**config.mk**
```make
export PLATFORM = sky130hd
export DESIGN_NAME = aes_sbox_rand_gen
export DESIGN_NICKNAME = d
export VERILOG_FILES = /design/src/rtl/aes_sbox_rand_gen.sv
export SDC_FILE = /design/constraint.sdc
export NUM_CORES = 1
export LEC_CHECK = 0
export CELL_PAD_IN_SITES_DETAIL_PLACEMENT = 1
export CELL_PAD_IN_SITES_GLOBAL_PLACEMENT = 1
export CORE_AREA = 2 2 117 119
export CTS_CLUSTER_SIZE = 40
export DETAILED_ROUTE_END_ITERATION = 7
export DIE_AREA = 0 0 119 121
export GPL_ROUTABILITY_DRIVEN = 0
export HOLD_SLACK_MARGIN = 0.06
export PLACE_DENSITY = 0.87
export SYNTH_ARGS = -nofsm -noshare
export SYNTH_HDL_FRONTEND = slang
export SYNTH_SLANG_ARGS = --single-unit
```
**constraint.sdc**
```tcl
create_clock -name ClkxCI -period 4.9 [get_ports ClkxCI]
set_input_delay 0.98 -clock ClkxCI [delete_from_list [all_inputs] [get_ports ClkxCI]]
set_output_delay 0.98 -clock ClkxCI [all_outputs]
set_load 0.05 [all_outputs]
```
**src/rtl/aes_sbox_rand_gen.sv**
```systemverilog
// Fresh-randomness source for the masked DOM AES S-box.
// A bank of seeded xorshift32 lanes produces one new mask set per enabled
// cycle. The lanes are sequenced through seed load, warm-up and run phases,
// and the mask buses stay zero until the lanes are seeded and warmed up.

// One xorshift32 lane: loads a seed word, or steps when asked.
module aesRandLane (
   input  logic        ClkxCI,
   input  logic        RstxBI,
   input  logic        LoadxSI,
   input  logic [31:0] LoadValxDI,
   input  logic        StepxSI,
   output logic [31:0] LanexDO
);
   logic [31:0] s1, s2, nextLane;

   // single-cycle xorshift32 update: x^=x<<13; x^=x>>17; x^=x<<5
   always_comb begin
      s1       = LanexDO ^ (LanexDO << 13);
      s2       = s1 ^ (s1 >> 17);
      nextLane = s2 ^ (s2 << 5);
   end

   // lane register; a seed load never coincides with a step, load wins anyway
   always_ff @(posedge ClkxCI or negedge RstxBI) begin
      if (!RstxBI)      LanexDO <= '0;
      else if (LoadxSI) LanexDO <= LoadValxDI;
      else if (StepxSI) LanexDO <= nextLane;
   end
endmodule

module aes_sbox_rand_gen #(
   parameter int SHARES = 2,
   parameter int WARMUP = 16
) (
   input  logic                             ClkxCI,
   input  logic                             RstxBI,
   input  logic [31:0]                      SeedxDI,
   input  logic                             SeedValidxSI,
   output logic                             SeedReadyxSO,
   input  logic                             ReseedxSI,
   input  logic                             EnxSI,
   output logic                             RandValidxSO,
   output logic [2*SHARES*(SHARES-1)-1:0]   _Zmul1xDO,
   output logic [2*SHARES*(SHARES-1)-1:0]   _Zmul2xDO,
   output logic [2*SHARES*(SHARES-1)-1:0]   _Zmul3xDO,
   output logic [SHARES*(SHARES-1)-1:0]     _Zinv1xDO,
   output logic [SHARES*(SHARES-1)-1:0]     _Zinv2xDO,
   output logic [SHARES*(SHARES-1)-1:0]     _Zinv3xDO,
   output logic [4*SHARES-1:0]              _Bmul1xDO,
   output logic [2*SHARES-1:0]              _Binv1xDO,
   output logic [2*SHARES-1:0]              _Binv2xDO,
   output logic [2*SHARES-1:0]              _Binv3xDO
);
   localparam int R      = 9*SHARES*(SHARES-1) + 10*SHARES;
   localparam int K      = (R + 31) / 32;
   localparam int CNT_W  = $clog2(K + 1);
   localparam int WCNT_W = (WARMUP > 0) ? $clog2(WARMUP + 1) : 1;

   localparam int ZMW = 2*SHARES*(SHARES-1);
   localparam int ZIW = SHARES*(SHARES-1);
   localparam int BMW = 4*SHARES;
   localparam int BIW = 2*SHARES;

   // bus offsets in the random word, LSB upward
   localparam int O_ZM1 = 0;
   localparam int O_ZM2 = O_ZM1 + ZMW;
   localparam int O_ZM3 = O_ZM2 + ZMW;
   localparam int O_ZI1 = O_ZM3 + ZMW;
   localparam int O_ZI2 = O_ZI1 + ZIW;
   localparam int O_ZI3 = O_ZI2 + ZIW;
   localparam int O_BM1 = O_ZI3 + ZIW;
   localparam int O_BI1 = O_BM1 + BMW;
   localparam int O_BI2 = O_BI1 + BIW;
   localparam int O_BI3 = O_BI2 + BIW;

   // an all-zero lane would stick at zero forever
   localparam logic [31:0] ZERO_SUB = 32'h2545F491;

   typedef enum logic [1:0] {SEED, WARM, RUN} stateT;

   stateT               stateQ, stateD;
   logic [CNT_W-1:0]    cntQ;
   logic [WCNT_W-1:0]   wcntQ;
   logic                accept, lastSeed, lastWarm, stepEn;
   logic [31:0]         seedVal;
   logic [K-1:0]        loadEn;
   logic [K-1:0][31:0]  lanes;
   logic [32*K-1:0]     laneFlat;
   logic [R-1:0]        masked;

   assign accept   = SeedValidxSI && (stateQ == SEED);
   assign lastSeed = (cntQ == CNT_W'(K - 1));
   assign lastWarm = (wcntQ == WCNT_W'(WARMUP - 1));
   assign seedVal  = (SeedxDI == 32'h0) ? ZERO_SUB : SeedxDI;

   // state register
   always_ff @(posedge ClkxCI or negedge RstxBI) begin
      if (!RstxBI) stateQ <= SEED;
      else         stateQ <= stateD;
   end

   // next state, handshake/valid outputs and lane step enable
   always_comb begin
      stateD       = stateQ;
      SeedReadyxSO = 1'b0;
      RandValidxSO = 1'b0;
      stepEn       = 1'b0;
      unique case (stateQ)
         SEED: begin
            SeedReadyxSO = 1'b1;
            if (accept && lastSeed) stateD = (WARMUP == 0) ? RUN : WARM;
         end
         WARM: begin
            stepEn = 1'b1;
            if (lastWarm) stateD = RUN;
         end
         RUN: begin
            RandValidxSO = 1'b1;
            // a reseed request takes precedence over stepping
            if (ReseedxSI) stateD = SEED;
            else           stepEn = EnxSI;
         end
         default: stateD = SEED;
      endcase
   end

   // seed-word and warm-up counters; both clear on any state change
   always_ff @(posedge ClkxCI or negedge RstxBI) begin
      if (!RstxBI) begin
         cntQ  <= '0;
         wcntQ <= '0;
      end else if (stateD != stateQ) begin
         cntQ  <= '0;
         wcntQ <= '0;
      end else begin
         if (accept)          cntQ  <= cntQ + 1'b1;
         if (stateQ == WARM)  wcntQ <= wcntQ + 1'b1;
      end
   end

   genvar gi;
   generate
      for (gi = 0; gi < K; gi++) begin : gLane
         assign loadEn[gi] = accept && (cntQ == CNT_W'(gi));
         aesRandLane uLane (
            .ClkxCI     (ClkxCI),
            .RstxBI     (RstxBI),
            .LoadxSI    (loadEn[gi]),
            .LoadValxDI (seedVal),
            .StepxSI    (stepEn),
            .LanexDO    (lanes[gi])
         );
      end
      if (32*K > R) begin : gUnused
         logic unusedTop;
         assign unusedTop = ^laneFlat[32*K-1:R];
      end
   endgenerate

   assign laneFlat = lanes;
   assign masked   = laneFlat[R-1:0] & {R{RandValidxSO}};

   assign _Zmul1xDO = masked[O_ZM1 +: ZMW];
   assign _Zmul2xDO = masked[O_ZM2 +: ZMW];
   assign _Zmul3xDO = masked[O_ZM3 +: ZMW];
   assign _Zinv1xDO = masked[O_ZI1 +: ZIW];
   assign _Zinv2xDO = masked[O_ZI2 +: ZIW];
   assign _Zinv3xDO = masked[O_ZI3 +: ZIW];
   assign _Bmul1xDO = masked[O_BM1 +: BMW];
   assign _Binv1xDO = masked[O_BI1 +: BIW];
   assign _Binv2xDO = masked[O_BI2 +: BIW];
   assign _Binv3xDO = masked[O_BI3 +: BIW];
endmodule

```
==> qor.yml, run 1 <==
outcome:
  status: "finished clean"
floorplan:
  die_h_um: 121
  fp.dieArea_um2: 14400
  ios: 77
  fp-row-count: 42
  coreArea_um2: 13090
  die_w_um: 119
  start_util_pct: 46.98
synthesis:
  syn_nets: 643
  synth_ff_type: "dfrtp_1"
  yosys_warnings: 0
  synth_edf_count: 0
  synthCells: 598
  synthArstFlopShare_pct: 100.0
  synthDistinctLibCells: 50
  synth_seq_cells: 73
  syn_avg_cell_area_um2: 10.28
  netlist_area_um2: 6147
  ys_seq_area_share_pct: 29.72
timing:
  worst_pin_slew_ns: 1.171
  timing.fmax_mhz: 285.0
  period_minus_slack_ns: 3.509
  finalHoldViolCount: 0
  min_period_over_period_pct: 71.61
  setup_viol_count_final: 0
  slew_headroom_pct: 21.94
  tns_ns: 0
  slew_violations: 0
  fin_worst_skew_ns: 0.01183
  rsz0062_at_grt: "false"
critical_path:
  cp-start-kind: "register"
  r2r-end: "gLane[0].uLane.LanexDO[9]$_DFFE_PN0P_"
  endpoint_kind: "primary output"
  crit_chain: "inv_1 -> ha_1 -> buf_4 -> and2_1 -> clkdlybuf4s50_1"
  regToRegSetupSlack_ns: 1.78
  crit_fanout: 41
  r2r_cells: 7
  worstPathRequired_ns: 3.92
  crit_slowest_cell: "clkdlybuf4s50_1"
  rr_startpoint: "stateQ[1]$_DFF_PN0_"
  critPathTopFamily: "buffers and inverters"
  cp.arrival_ns: 2.53
  cp_num_buf_inv: 3
  critPathKind: "reg -> out"
  cp_slowest_stage_delay_ns: 0.82
drt:
  drt_iter0_markers: 359
  drt-pass1-iter-count: 5
  vias_per_cell: 6.113
  drc: 0
  wl_per_cell_um: 24.63
  detail-route-antenna-nets: 0
  drt_wl_total_mm: 19.98
  via_count: 4958
placement:
  port_buffers: 76
  placed_area_um2: 6874
  dp_hpwl_mm: 14.08
power_and_ir_drop:
  power.density_cell_area_nw_per_um2: 823.5
  peakVddDrop_mv: 0.2818
  power_mw: 5.933
  p_leak_nw: 3.112
cts:
  clkTransAtPathRegs_ns: 0.06
  clock_latency_ns: 0.36
  cts-root-buf: "clkbuf_16"
  cts_resized: 0
  numCtsBuffers: 9
  hold_buffers: 0
  tritoncts: "built"
  clockBufferDepth: 2
  cts_setup_buffers: 0
  ctsHtreeMaxLevel: 3
  clock_sinks: 73
global_routing:
  grt_pass1_vias: 5350
  grt_max_degree: 74
  grt_use_total_pct: 28.78
  antenna_found_initial: 0
  overflow: 0
  grt_pass1_wl_mm: 31.19
final_layout:
  stdcell_area_um2: 7204
  diodes: 0
  areaGrowthSynthToFinish_pct: 17.20
  final_cell_mix: "clkdlybuf4s50_1, dfrtp_1, xor2_1"
  drive_above_1_share_pct: 5.669
  final_common_cell: "clkdlybuf4s50_1"
  nNetsFinal: 675
  fillers: 1413
hold_path:
  worstHoldStart: "cntQ[1]$_DFFE_PN0P_"
  min_path_type: "reg -> reg"
  min_delay_path_depth: 2
  hold_end: "cntQ[1]$_DFFE_PN0P_"
flow_run:
  max-cap-violations: 0
-- worst register-to-register path: cells and delay by family, from the launching register on --
family          cells  cell delay [ns]
flops               1             0.43
compound gates      2             0.36
simple gates        1             0.41
fa+ha+maj           1             0.95
buf+inv             3             0.87
-- synth_stat cells, types with 5 or more instances --
cell      count  area share, %
nand2_1      31            1.9
buf_1         8           0.49
nor4_1        9           0.92
mux2i_1      14            2.3
xnor2_1      26            3.7
buf_2        17            1.4
a31oi_1      20            2.0
nand4_1       7           0.71
and2_1       41            4.2
nor2_1       27            1.6
xor2_1       55            7.8
ha_1          8            1.6
a211oi_1     19            2.3
o211ai_1     33            4.0
inv_1         8           0.49
nor3b_1       6           0.73
dfrtp_1      73             30
a21oi_1      15            1.2
clkbuf_1     27            1.6
or3_1        17            1.7
buf_4         5           0.61
xnor3_1      18            6.6
o21ai_0      36            2.9
xor3_1       29             11
-- report_power, final --
part | internal [mW] | switching, mW
sequential | 0.913 | 0.585
clock | 0.461 | 0.299
combinational | 2.10 | 1.57
total | 3.48 | 2.46
-- worst max path at each step --
stage	start	cells after the start	endpoint
2_1_floorplan	stateQ[0]$_DFF_PN0_	5	_Binv1xDO[0]
3_3_place_gp	SeedxDI[21]	5	gLane[0].uLane.LanexDO[4]$_DFFE_PN0P_
3_5_place_dp	SeedxDI[3]	5	gLane[1].uLane.LanexDO[10]$_DFFE_PN0P_
4_1_cts	stateQ[0]$_DFF_PN0_	5	_Binv3xDO[1]
5_1_grt	stateQ[0]$_DFF_PN0_	5	_Binv3xDO[1]
6_report	stateQ[0]$_DFF_PN0_	5	_Binv3xDO[1]
-- flip-flops by register name, indices dropped and copies added, names as in the netlist --
name / flops
gLane.uLane.LanexDO: 64
cntQ: 2
wcntQ: 5
stateQ: 2
-- through the flow --
step	hold slack (ns)	instances	setup WS [ns]	utilization [%]
finish	0.5545	811	1.391	55.06
global route	0.5875	811	1.320	55.06
CTS	0.5574	811	1.414	55.06
detailed placement	0.5486	795	1.716	52.53
global placement	0.5112	795	1.716	52.53
floorplan	0.4971	598	1.974	-
-- layout make-up --
cell class | instances | area, um^2 | area share [%]
multi-input cells | 454 | 3981 | 55.26
flip-flops and latches | 73 | 1827 | 25.36
repair buffers | 84 | 815.8 | 11.32
clock buffers | 10 | 239.0 | 3.317
well taps | 176 | 220.2 | 3.057
clock inverters | 6 | 91.34 | 1.268
inverters | 8 | 30.03 | 0.4168
-- layer usage --
metal | part of all wire (%) | wire length [um] | track usage, % | vias to the layer above
li1 | - | - | - | 2179
met1 | 39 | 7833 | 34.11 | 2516
met2 | 50 | 10040 | 49.32 | 206
met3 | 5.2 | 1036 | 4.041 | 57
met4 | 5.3 | 1062 | 18.15 | 0
met5 | 0 | 0 | 0 | -
-- cells by family (layout without fill, tap and decap cells) --
| group | count (synthesis) | count (layout) | synth area share [%] |
|---|---|---|---|
| flip-flops | 73 | 73 | 29.72 |
| XOR/XNOR | 135 | 135 | 31.94 |
| AND/OR/NAND/NOR | 156 | 156 | 13.84 |
| multiplexers | 17 | 17 | 2.829 |
| buffers and inverters | 71 | 108 | 5.577 |
| AO/OA/AOI/OAI | 138 | 138 | 14.47 |
| adder cells (fa/ha/maj) | 8 | 8 | 1.628 |
Note: power is estimated with default switching activity, not from simulation.
==> run 2, diff against run 1 <==
--- a/config.mk
+++ b/config.mk
@@ -7,13 +7,13 @@
 export LEC_CHECK = 0
 export CELL_PAD_IN_SITES_DETAIL_PLACEMENT = 1
 export CELL_PAD_IN_SITES_GLOBAL_PLACEMENT = 1
-export CORE_AREA = 2 2 117 119
+export CORE_AREA = 2 2 120 122
 export CTS_CLUSTER_SIZE = 40
 export DETAILED_ROUTE_END_ITERATION = 7
-export DIE_AREA = 0 0 119 121
+export DIE_AREA = 0 0 122 124
 export GPL_ROUTABILITY_DRIVEN = 0
 export HOLD_SLACK_MARGIN = 0.06
-export PLACE_DENSITY = 0.87
+export PLACE_DENSITY = 0.83
 export SYNTH_ARGS = -nofsm -noshare
 export SYNTH_HDL_FRONTEND = slang
 export SYNTH_SLANG_ARGS = --single-unit
==> constraint.sdc (replaced) <==
create_clock -name ClkxCI -period 3.6 [get_ports ClkxCI]
set_input_delay 0.72 -clock ClkxCI [delete_from_list [all_inputs] [get_ports ClkxCI]]
set_output_delay 0.72 -clock ClkxCI [all_outputs]
set_load 0.05 [all_outputs]
==> qor.yml, run 2 (same netlist as run 1, synthesis figures left out) <==
outcome:
  status: "finished clean"
final_layout:
  diodes: 0  # unchanged
  final_common_cell: "clkdlybuf4s50_1"
  reg.largest.list: "gLane.uLane.LanexDO x64, wcntQ x5"
  fin_util_pct: 52.83  # -2.2 points
  stdcell_area_um2: 7248  # +0.61%
  top_register: "gLane.uLane.LanexDO"
  largest_register_ffs: 64  # unchanged
  final_cell_mix: "clkdlybuf4s50_1, dfrtp_1, xor2_1"
  nNetsFinal: 682  # +1.0%
  drive_above_1_share_pct: 6.854  # +1.2 points
  areaGrowthSynthToFinish_pct: 17.91
drt:
  via_count: 4951  # -0.14%
  detail-route-antenna-nets: 0  # unchanged
  drc: 0  # unchanged
  drt-pass1-iter-count: 5  # unchanged
  drt_iter0_markers: 441  # +23%
  wl_per_cell_um: 23.89  # -3.0%
  drt_wl_total_mm: 19.64  # -1.7%
  vias_per_cell: 6.023  # -1.5%
cts:
  clock_latency_ns: 0.34  # -0.02 ns
  clockBufferDepth: 2  # unchanged
  numCtsBuffers: 9  # unchanged
  cts_setup_buffers: 0  # unchanged
  cts-root-buf: "clkbuf_16"
  cts_resized: 0  # unchanged
  tritoncts: "built"
  hold_buffers: 0  # unchanged
  ctsHtreeMaxLevel: 3  # unchanged
  clock_sinks: 73  # unchanged
  clkTransAtPathRegs_ns: 0.06  # about the same
placement:
  placed_area_um2: 6932  # +0.84%
  port_buffers: 76  # unchanged
  post-place-ws_ns: 0.5979  # -1.119 ns
  dp_hpwl_mm: 14.17  # +0.63%
floorplan:
  die_h_um: 124  # +2.5%
  coreArea_um2: 13720  # +4.8%
  ios: 77  # unchanged
  start_util_pct: 44.81  # -2.2 points
  die_w_um: 122  # +2.5%
  fp-row-count: 43  # +2.4%
  fp.dieArea_um2: 15130  # +5.1%
power_and_ir_drop:
  power_mw: 8.028  # +35%
  pwr-share-clk_pct: 11.9  # -0.9 points
  pwr-share-comb_pct: 62.8  # +0.9 points
  p_leak_nw: 3.151  # +1.2%
  peakVddDrop_mv: 0.3573  # +27%
  switching_power_mw: 3.312  # +35%
  power.density_cell_area_nw_per_um2: 1108  # +34%
  p_int_mw: 4.716  # +36%
  switching_share_pct: 41.25  # -0.16 points
  seqPwrFrac_pct: 25.2  # about the same
critical_path:
  worstPathRequired_ns: 2.88  # -1.04 ns
  startpoint: "stateQ[0]$_DFF_PN0_"
  cp.arrival_ns: 2.54  # about the same
  endpoint: "_Binv3xDO[1]"
  regToRegSetupSlack_ns: 0.87  # -0.91 ns
  crit_fanout: 41  # unchanged
  cp-start-kind: "register"
  endpoint_kind: "primary output"
  critPathKind: "reg -> out"
  r2r_cells: 9  # +2
  rr_startpoint: "stateQ[0]$_DFF_PN0_"
  r2r-end: "gLane[1].uLane.LanexDO[17]$_DFFE_PN0P_"
flow_run:
  max-cap-violations: 0  # unchanged
timing:
  finalHoldViolCount: 0  # unchanged
  rsz0062_at_grt: "false"
  worst_pin_slew_ns: 1.002  # -0.1687 ns
  setup_viol_count_final: 0  # unchanged
  slew_headroom_pct: 33.19  # +11 points
  tns_ns: 0  # unchanged
  min_period_over_period_pct: 90.55
  fin_worst_skew_ns: 0.007652  # -0.004182 ns
  fin_ws_ns: 0.3402  # -1.051 ns
  slew_violations: 0  # unchanged
  period_minus_slack_ns: 3.260
  timing.fmax_mhz: 306.8
global_routing:
  grt_max_degree: 74  # unchanged
  grt_pass1_wl_mm: 30.99  # -0.66%
  grt_pass1_vias: 5347  # -0.056%
  antenna_found_initial: 0  # unchanged
  overflow: 0  # unchanged
  grt_use_total_pct: 27.51  # -1.3 points
hold_path:
  min_path_type: "in -> async"
[run 2: cell count changes in the layout (fill, tap and decap cells not counted)]
cell,before,now
buf_4,8,17
clkbuf_8,1,3
buf_2,1,0
bufinv_16,2,1
clkdlybuf4s50_1,75,74
clkinv_2,0,1
clkinv_4,1,0
clkinvlp_4,3,2
[run 2: worst max-delay path: stages, from the launching register on]
cell,delay (ns)
dfrtp_1,0.45
inv_1,0.14
ha_1,0.16
buf_4,0.33
and2_1,0.27
clkdlybuf4s50_1,0.84
[run 2: area by class of cell]
class | instances | area [um^2]
Fill cell | 1506 | 6471
Timing Repair Buffer | 91 | 868.3
Multi-Input combinational cell | 454 | 3981
Tap cell | 180 | 225.2
Inverter | 8 | 30.03
Sequential cell | 73 | 1827
Clock buffer | 12 | 266.5
Clock inverter | 4 | 50.05
[run 2: metal layers]
| metal | global-route usage [%] | vias to the layer above | routed length (um) |
|---|---|---|---|
| li1 | - | 2195 | - |
| met1 | 33.30 | 2527 | 7900 |
| met2 | 46.54 | 169 | 9825 |
| met3 | 4.304 | 60 | 860 |
| met4 | 16.31 | 0 | 1048 |
| met5 | 0 | - | 0 |
[run 2: how the worst min path moves through the flow]
stage,end,cells past startpoint,start
floorplan,cntQ[0]$_DFFE_PN0P_,0,RstxBI
global placement,cntQ[1]$_DFFE_PN0P_,2,cntQ[1]$_DFFE_PN0P_
detailed placement,cntQ[1]$_DFFE_PN0P_,2,cntQ[1]$_DFFE_PN0P_
CTS,cntQ[1]$_DFFE_PN0P_,2,cntQ[1]$_DFFE_PN0P_
global route,cntQ[1]$_DFFE_PN0P_,2,cntQ[1]$_DFFE_PN0P_
finish,gLane[0].uLane.LanexDO[1]$_DFFE_PN0P_,1,RstxBI
[run 2: through the flow]
step           hold WS, ns  std cells
2_1_floorplan       0.4244        598
3_3_place_gp        0.5138        806
3_5_place_dp        0.5384        806
4_1_cts             0.5467        822
5_1_grt             0.5608        822
6_report            0.5310        822
[run 2: power groups by stage]
stage,combinational (mW),sequential (mW),clock (mW)
after floorplan,4.29,1.57,0
after global routing,5.40,2.10,1.00
after detailed placement,4.95,2.02,0
final,5.04,2.03,0.957
after CTS,5.04,2.02,0.970
after global placement,4.68,1.98,0
